### src/rtl/usart_pkg.sv
// Shared constants and transmit-arbiter state encoding for the usart blocks.
package usart_pkg;

    localparam int BYTE_W = 8;

    localparam logic [1:0] ST_IDLE  = 2'd0;
    localparam logic [1:0] ST_LATCH = 2'd1;
    localparam logic [1:0] ST_DRAIN = 2'd2;

    typedef enum logic [1:0] {
        S_IDLE  = ST_IDLE,
        S_LATCH = ST_LATCH,
        S_DRAIN = ST_DRAIN
    } usart_tx_state_e;

endpackage

### src/rtl/usart_sync.sv
// Generic 1-bit multi-flop synchroniser; output resets to 0.
module usart_sync #(
    parameter int STAGES = 2
) (
    input  logic clk,
    input  logic rst_n,
    input  logic din,
    output logic dout
);

    logic [STAGES-1:0] sync_r;

    // Shift chain; the last stage is the synchronised output.
    always_ff @(posedge clk or negedge rst_n) begin
        if (!rst_n) begin
            sync_r <= {STAGES{1'b0}};
        end else begin
            sync_r <= {sync_r[STAGES-2:0], din};
        end
    end

    assign dout = sync_r[STAGES-1];

endmodule

### src/rtl/usart_tx_arbiter.sv
// Round-robin, one-byte-at-a-time arbiter sharing a single usart_tx between NUM_REQ sources.
// Define USART_TX_ARBITER_PACKET_LOCK_EN to hold the grant until a requester's req_last byte.
module usart_tx_arbiter
    import usart_pkg::*;
#(
    parameter int NUM_REQ     = 4,
    parameter int SYNC_STAGES = 2
) (
    input  logic                      comm_clock,
    input  logic                      reset_n,
    input  logic [NUM_REQ-1:0]        req_valid,
    input  logic [NUM_REQ*BYTE_W-1:0] req_data,
    input  logic [NUM_REQ-1:0]        req_last,
    output logic [NUM_REQ-1:0]        req_ready,
    output logic [NUM_REQ-1:0]        grant,
    output logic [BYTE_W-1:0]         tx_data,
    output logic                      tx_latch,
    input  logic                      tx_ready,
    output logic                      busy
);

    localparam int PTR_W = (NUM_REQ > 1) ? $clog2(NUM_REQ) : 1;

    usart_tx_state_e    state_r;
    usart_tx_state_e    state_n_s;
    logic [PTR_W-1:0]   rr_ptr_r;
    logic [PTR_W-1:0]   rr_ptr_n_s;
    logic [PTR_W-1:0]   win_s;
    logic [PTR_W-1:0]   win_inc_s;
    logic               found_s;
    logic [NUM_REQ-1:0] elig_s;
    logic [NUM_REQ-1:0] grant_n_s;
    logic [BYTE_W-1:0]  tx_data_n_s;
    logic               tx_latch_n_s;
    logic               tx_ready_s;

`ifdef USART_TX_ARBITER_PACKET_LOCK_EN
    logic               lock_r;
    logic               lock_n_s;
    logic [PTR_W-1:0]   lock_w_r;
    logic [PTR_W-1:0]   lock_w_n_s;
    logic [NUM_REQ-1:0] lock_mask_s;
`endif

    usart_sync #(
        .STAGES (SYNC_STAGES)
    ) u_tx_ready_sync (
        .clk   (comm_clock),
        .rst_n (reset_n),
        .din   (tx_ready),
        .dout  (tx_ready_s)
    );

`ifdef USART_TX_ARBITER_PACKET_LOCK_EN
    // While a packet is open only its owner is eligible, even if it drops req_valid.
    always_comb begin
        lock_mask_s           = {NUM_REQ{1'b0}};
        lock_mask_s[lock_w_r] = 1'b1;
        elig_s                = lock_r ? (req_valid & lock_mask_s) : req_valid;
    end
`else
    logic unused_last_s;
    assign unused_last_s = ^req_last;
    assign elig_s        = req_valid;
`endif

    // Round-robin search: first eligible requester at or after rr_ptr_r, wrapping at NUM_REQ.
    always_comb begin
        logic [PTR_W:0]   sum_v;
        logic [PTR_W-1:0] idx_v;
        found_s = 1'b0;
        win_s   = {PTR_W{1'b0}};
        sum_v   = {(PTR_W+1){1'b0}};
        idx_v   = {PTR_W{1'b0}};
        for (int k = 0; k < NUM_REQ; k++) begin
            sum_v   = {1'b0, rr_ptr_r} + (PTR_W+1)'(k);
            idx_v   = (sum_v >= (PTR_W+1)'(NUM_REQ)) ? PTR_W'(sum_v - (PTR_W+1)'(NUM_REQ))
                                                     : sum_v[PTR_W-1:0];
            win_s   = (!found_s && elig_s[idx_v]) ? idx_v : win_s;
            found_s = found_s | elig_s[idx_v];
        end
        win_inc_s = (win_s == PTR_W'(NUM_REQ - 1)) ? {PTR_W{1'b0}} : (win_s + PTR_W'(1'b1));
    end

    // Next-state and next-output logic; req_ready is the only combinational output.
    always_comb begin
        state_n_s    = state_r;
        rr_ptr_n_s   = rr_ptr_r;
        grant_n_s    = grant;
        tx_data_n_s  = tx_data;
        tx_latch_n_s = tx_latch;
        req_ready    = {NUM_REQ{1'b0}};
`ifdef USART_TX_ARBITER_PACKET_LOCK_EN
        lock_n_s     = lock_r;
        lock_w_n_s   = lock_w_r;
`endif
        case (state_r)
            S_IDLE: begin
                if (found_s) begin
                    req_ready[win_s]   = 1'b1;
                    tx_data_n_s        = req_data[int'(win_s)*BYTE_W +: BYTE_W];
                    grant_n_s          = {NUM_REQ{1'b0}};
                    grant_n_s[win_s]   = 1'b1;
                    tx_latch_n_s       = 1'b1;
                    state_n_s          = S_LATCH;
`ifdef USART_TX_ARBITER_PACKET_LOCK_EN
                    // Pointer only moves on when the packet closes.
                    if (req_last[win_s]) begin
                        lock_n_s   = 1'b0;
                        rr_ptr_n_s = win_inc_s;
                    end else begin
                        lock_n_s   = 1'b1;
                        lock_w_n_s = win_s;
                    end
`else
                    rr_ptr_n_s         = win_inc_s;
`endif
                end else begin
                    state_n_s = S_IDLE;
                end
            end
            S_LATCH: begin
                // tx_ready_s low means the transmitter took the byte; no timeout by design.
                if (!tx_ready_s) begin
                    tx_latch_n_s = 1'b0;
                    state_n_s    = S_DRAIN;
                end else begin
                    tx_latch_n_s = 1'b1;
                end
            end
            S_DRAIN: begin
                tx_latch_n_s = 1'b0;
                if (tx_ready_s) begin
                    state_n_s = S_IDLE;
                end else begin
                    state_n_s = S_DRAIN;
                end
            end
            default: begin
                tx_latch_n_s = 1'b0;
                state_n_s    = S_DRAIN;
            end
        endcase
    end

    // State and registered outputs; reset parks in DRAIN until the transmitter reports idle.
    always_ff @(posedge comm_clock or negedge reset_n) begin
        if (!reset_n) begin
            state_r  <= S_DRAIN;
            rr_ptr_r <= {PTR_W{1'b0}};
            grant    <= {NUM_REQ{1'b0}};
            tx_data  <= {BYTE_W{1'b0}};
            tx_latch <= 1'b0;
            busy     <= 1'b1;
        end else begin
            state_r  <= state_n_s;
            rr_ptr_r <= rr_ptr_n_s;
            grant    <= grant_n_s;
            tx_data  <= tx_data_n_s;
            tx_latch <= tx_latch_n_s;
            busy     <= (state_n_s != S_IDLE);
        end
    end

`ifdef USART_TX_ARBITER_PACKET_LOCK_EN
    // Packet lock owner and flag.
    always_ff @(posedge comm_clock or negedge reset_n) begin
        if (!reset_n) begin
            lock_r   <= 1'b0;
            lock_w_r <= {PTR_W{1'b0}};
        end else begin
            lock_r   <= lock_n_s;
            lock_w_r <= lock_w_n_s;
        end
    end
`endif

endmodule

### config.mk
export PLATFORM = sky130hd
export DESIGN_NAME = usart_tx_arbiter
export DESIGN_NICKNAME = d
export VERILOG_FILES = /design/src/rtl/usart_pkg.sv /design/src/rtl/usart_sync.sv /design/src/rtl/usart_tx_arbiter.sv
export SDC_FILE = /design/constraint.sdc
export NUM_CORES = 1
export LEC_CHECK = 0
export BUFFER_PORTS_ARGS = -buffer_cell sky130_fd_sc_hd__buf_2
export CAP_MARGIN = 10
export CELL_PAD_IN_SITES_DETAIL_PLACEMENT = 1
export CELL_PAD_IN_SITES_GLOBAL_PLACEMENT = 1
export CORE_MARGIN = 4
export CORE_UTILIZATION = 29
export DETAILED_ROUTE_END_ITERATION = 6
export GPL_TIMING_DRIVEN = 0
export PLACE_DENSITY = 0.8
export SLEW_MARGIN = 20
export SYNTH_ARGS = -nofsm -noshare
export SYNTH_HDL_FRONTEND = slang
export SYNTH_SLANG_ARGS = --single-unit
### constraint.sdc
create_clock -name comm_clock -period 1.85 [get_ports comm_clock]
set_input_delay 0.0925 -clock comm_clock [delete_from_list [all_inputs] [get_ports comm_clock]]
set_output_delay 0.0925 -clock comm_clock [all_outputs]
set_load 0.01 [all_outputs]
==> load_flow_metrics.sql <==
INSERT INTO impl_metrics (metric_group, metric, value, unit) VALUES
('outcome', 'status', 'finished with violations', ''),
('outcome', 'failing_checks', 'negative setup slack', ''),
('clock_network', 'tritoncts_clock_tree', 'yes', ''),
('logic_synthesis', 'synthFlopType', 'sky130_fd_sc_hd__dfrtp_1', ''),
('timing', 'hold_viol', '0', ''),
('die', 'floorplan.initialDensity', '30.4', '%'),
('logic_synthesis', 'synth.top_cell.area_share', '39.8', '%'),
('timing', 'finalWorstSetupSlack', '-39.1', 'ps'),
('global_route', 'first_global_vias', '1403', ''),
('clock_network', 'worstSkewPairLatency', '270', 'ps'),
('die', 'design.portCount', '61', ''),
('logic_synthesis', 'synth_area', '1130', 'µm²'),
('placed_design', 'dp_hpwl', '2860', 'µm'),
('logic_synthesis', 'synth_seq_area_share', '44.5', '%'),
('pwr', 'vdd_ir_max', '0.000500', 'V'),
('cells_and_area', 'stdcell_area', '1870', 'µm²'),
('routing', 'drc_errors', '0', ''),
('placed_design', 'postPlaceCellArea', '1470', 'µm²'),
('clock_network', 'cts-buffers-inserted', '3', ''),
('cells_and_area', 'drive_above_1_share', '59.9', '%'),
('clock_network', 'worst_setup_hold_path_clk_slew', '80', 'ps'),
('logic_synthesis', 'synth_top_cells_by_count', 'sky130_fd_sc_hd__dfrtp_1, sky130_fd_sc_hd__nor2_1, sky130_fd_sc_hd__a21boi_0, sky130_fd_sc_hd__a21oi_1', ''),
('min_path', 'min-delay-path-class', 'input port to flip-flop', ''),
('routing', 'vias', '1267', ''),
('logic_synthesis', 'synth_edf_count', '0', ''),
('placed_design', 'place.port_buffers', '56', ''),
('logic_synthesis', 'synthesis.instances', '109', ''),
('logic_synthesis', 'yosysMostFrequentCell', 'sky130_fd_sc_hd__dfrtp_1', ''),
('timing', 'share_of_the_cycle_needed_by_the_critical_path_after_routing', '102', '%'),
('routing', 'drtIter0Drc', '77', ''),
('timing', 'final_tns_setup', '-116', 'ps'),
('global_route', 'grt_max_degree', '21', ''),
('clock_network', 'clock_tree.root_cell', 'sky130_fd_sc_hd__clkbuf_8', ''),
('die', 'die_boundary_height', '70.5', 'µm'),
('clock_network', 'cts_sinks', '20', ''),
('timing', 'unrepaired_setup_endpoints_after_global_routing', 'yes', ''),
('logic_synthesis', 'mappedNetlistNets', '153', ''),
('timing', 'count_of_endpoints_failing_setup_in_the_final_report', '4', ''),
('cells_and_area', 'antenna-diode-count', '0', ''),
('die', 'die_area', '4960', 'µm²'),
('logic_synthesis', 'yosys.cell_types.count', '34', ''),
('logic_synthesis', 'yosys_register_bits', '20', ''),
('timing', 'min_cycle_time_layout', '1890', 'ps'),
('setup_path', 'crit_fanout', '6', ''),
('cells_and_area', 'design.final.nets', '237', ''),
('timing', 'maxSlewViolCount', '0', ''),
('pwr', 'cellPowerDensity', '1550', 'nW/µm²'),
('global_route', 'grt_pass1_wl', '6780', 'µm'),
('clock_network', 'cts.htree.levels', '1', ''),
('logic_synthesis', 'synth_area_leader_cell', 'sky130_fd_sc_hd__dfrtp_1', ''),
('global_route', 'grt_remaining_overflow', '0', ''),
('setup_path', 'crit_path_start_kind', 'flip-flop', ''),
('setup_path', 'crit_path_cell_trace', 'and2_4 > o211a_4 > nor2_4 > buf_6 > buf_6 > mux2_4 > a221o_1', ''),
('setup_path', 'critical_path.slowest_cell', 'sky130_fd_sc_hd__dfrtp_2', ''),
('logic_synthesis', 'ys_top_cells_by_area', 'sky130_fd_sc_hd__dfrtp_1, sky130_fd_sc_hd__dfstp_2, sky130_fd_sc_hd__mux2i_1', ''),
('setup_path', 'reg2reg_slack', '-40', 'ps'),
('cells_and_area', 'flow.area_growth_from_synthesis', '65.2', '%'),
('timing', 'maxClockFrequency', '0.529', 'GHz'),
('routing', 'route.antenna.remaining_nets', '0', ''),
('setup_path', 'critical_path_required', '2000', 'ps'),
('placed_design', 'place_inst', '213', ''),
('setup_path', 'crit_type', 'flip-flop to flip-flop', ''),
('setup_path', 'crit_family', 'compound AO/OA/AOI/OAI gates', ''),
('job', 'max_cap_viol_count', '0', ''),
('routing', 'drt-pass1-iter-count', '4', ''),
('logic_synthesis', 'post_synth.cell_area_avg', '10.4', 'µm²'),
('die', 'die_x', '70.5', 'µm'),
('setup_path', 'worst-endpoint-arrival', '2040', 'ps'),
('die', 'placementRows', '22', ''),
('routing', 'avgViaCountPerCell', '5.28', ''),
('clock_network', 'cts-root-to-sink-buffers', '2', '');
==> repair_timing <==
action	in CTS	in global routing
endpoints found under the hold margin	19	0
endpoints found under the setup margin	15	13
resized for setup	17	19
buffers inserted	11	11
pin swaps	5	4
hold buffers	2	0
==> report_power, final <==
group / switching, W / internal, W / leakage (nW)
combinational: 0.000872 / 0.000817 / 0.648
clock: 0.000157 / 0.000289 / 0.0357
sequential: 0.000129 / 0.000636 / 0.235
total: 0.00116 / 0.00174 / 0.918
==> worst paths after layout <==
check                                                from                         to  cells after the start
worst max register to register                rr_ptr_r[1]                 tx_data[6]                      7
worst min-delay path                         req_data[31]                 tx_data[7]                      3
worst min register to register  u_tx_ready_sync.sync_r[0]  u_tx_ready_sync.sync_r[1]                      0
worst max-delay path                          rr_ptr_r[1]                 tx_data[6]                      7
max in group asynchronous                         reset_n                 state_r[1]                      2
min in group asynchronous                         reset_n                   tx_latch                      2
==> worst register-to-register path: stages (launching register included) <==
cell and delay, ps:
sky130_fd_sc_hd__dfrtp_2 450, sky130_fd_sc_hd__and2_4 160, sky130_fd_sc_hd__o211a_4 250, sky130_fd_sc_hd__nor2_4 100
sky130_fd_sc_hd__buf_6 140, sky130_fd_sc_hd__buf_6 100, sky130_fd_sc_hd__mux2_4 280, sky130_fd_sc_hd__a221o_1 300
==> state kept, by name, summed over array words and instances (netlist names) <==
register / count
u_tx_ready_sync.sync_r: 2
busy: 1
tx_data: 8
grant: 4
tx_latch: 1
rr_ptr_r: 2
state_r: 2
==> final cells by class <==
| class | count | area, µm² | share of cell area, % |
|---|---|---|---|
| Multi-Input combinational cell | 80 | 697 | 37.3 |
| Sequential cell | 20 | 504 | 27.0 |
| Timing Repair Buffer | 80 | 483 | 25.9 |
| Tap cell | 48 | 60.1 | 3.22 |
| Clock buffer | 3 | 41.3 | 2.21 |
| Inverter | 5 | 31.3 | 1.67 |
| Clock inverter | 1 | 30.0 | 1.61 |
| Buffer | 3 | 21.3 | 1.14 |
==> metrics by stage <==
step | total power [W] | hold WS, ps
6_report | 0.00290 | 166
5_1_grt | 0.00310 | 166
4_1_cts | 0.00258 | 173
3_5_place_dp | 0.00190 | 64.7
3_3_place_gp | 0.00184 | 56.3
2_1_floorplan | 0.00149 | -203
==> cell usage in the layout, fill, tap and decap left out, types with 3 or more instances in the layout <==
cell type                    n
sky130_fd_sc_hd__a2111oi_2   4
sky130_fd_sc_hd__a211oi_1    5
sky130_fd_sc_hd__a21boi_0    5
sky130_fd_sc_hd__a21o_1      4
sky130_fd_sc_hd__a21oi_1     5
sky130_fd_sc_hd__a221o_1     3
sky130_fd_sc_hd__buf_2      57
sky130_fd_sc_hd__buf_4      19
sky130_fd_sc_hd__buf_6       5
sky130_fd_sc_hd__clkbuf_8    3
sky130_fd_sc_hd__dfrtp_1    17
sky130_fd_sc_hd__inv_1       4
sky130_fd_sc_hd__mux2i_1     5
sky130_fd_sc_hd__nand2_1     3
sky130_fd_sc_hd__nand3_1     3
sky130_fd_sc_hd__nor2_1      6
sky130_fd_sc_hd__o21ai_0     5
==> layer usage <==
layer / global-route usage (%) / vias to the layer above / wire length, µm / share of wire [%]
li1: - / 577 / - / -
met3: 1.87 / 10 / 170 / 3.9
met2: 33.3 / 46 / 2510 / 57
met5: 0 / - / 0 / 0
met1: 18.4 / 634 / 1600 / 37
met4: 7.23 / 0 / 103 / 2.3
==> logic make-up after synthesis <==
logic type,share of synthesized area (%)
compound gates,28.0
simple gates,13.4
flops,44.5
buf+inv,4.98
mux,8.08
fa+ha+maj,1.11
No activity file was read; power rests on OpenSTA's default activity.
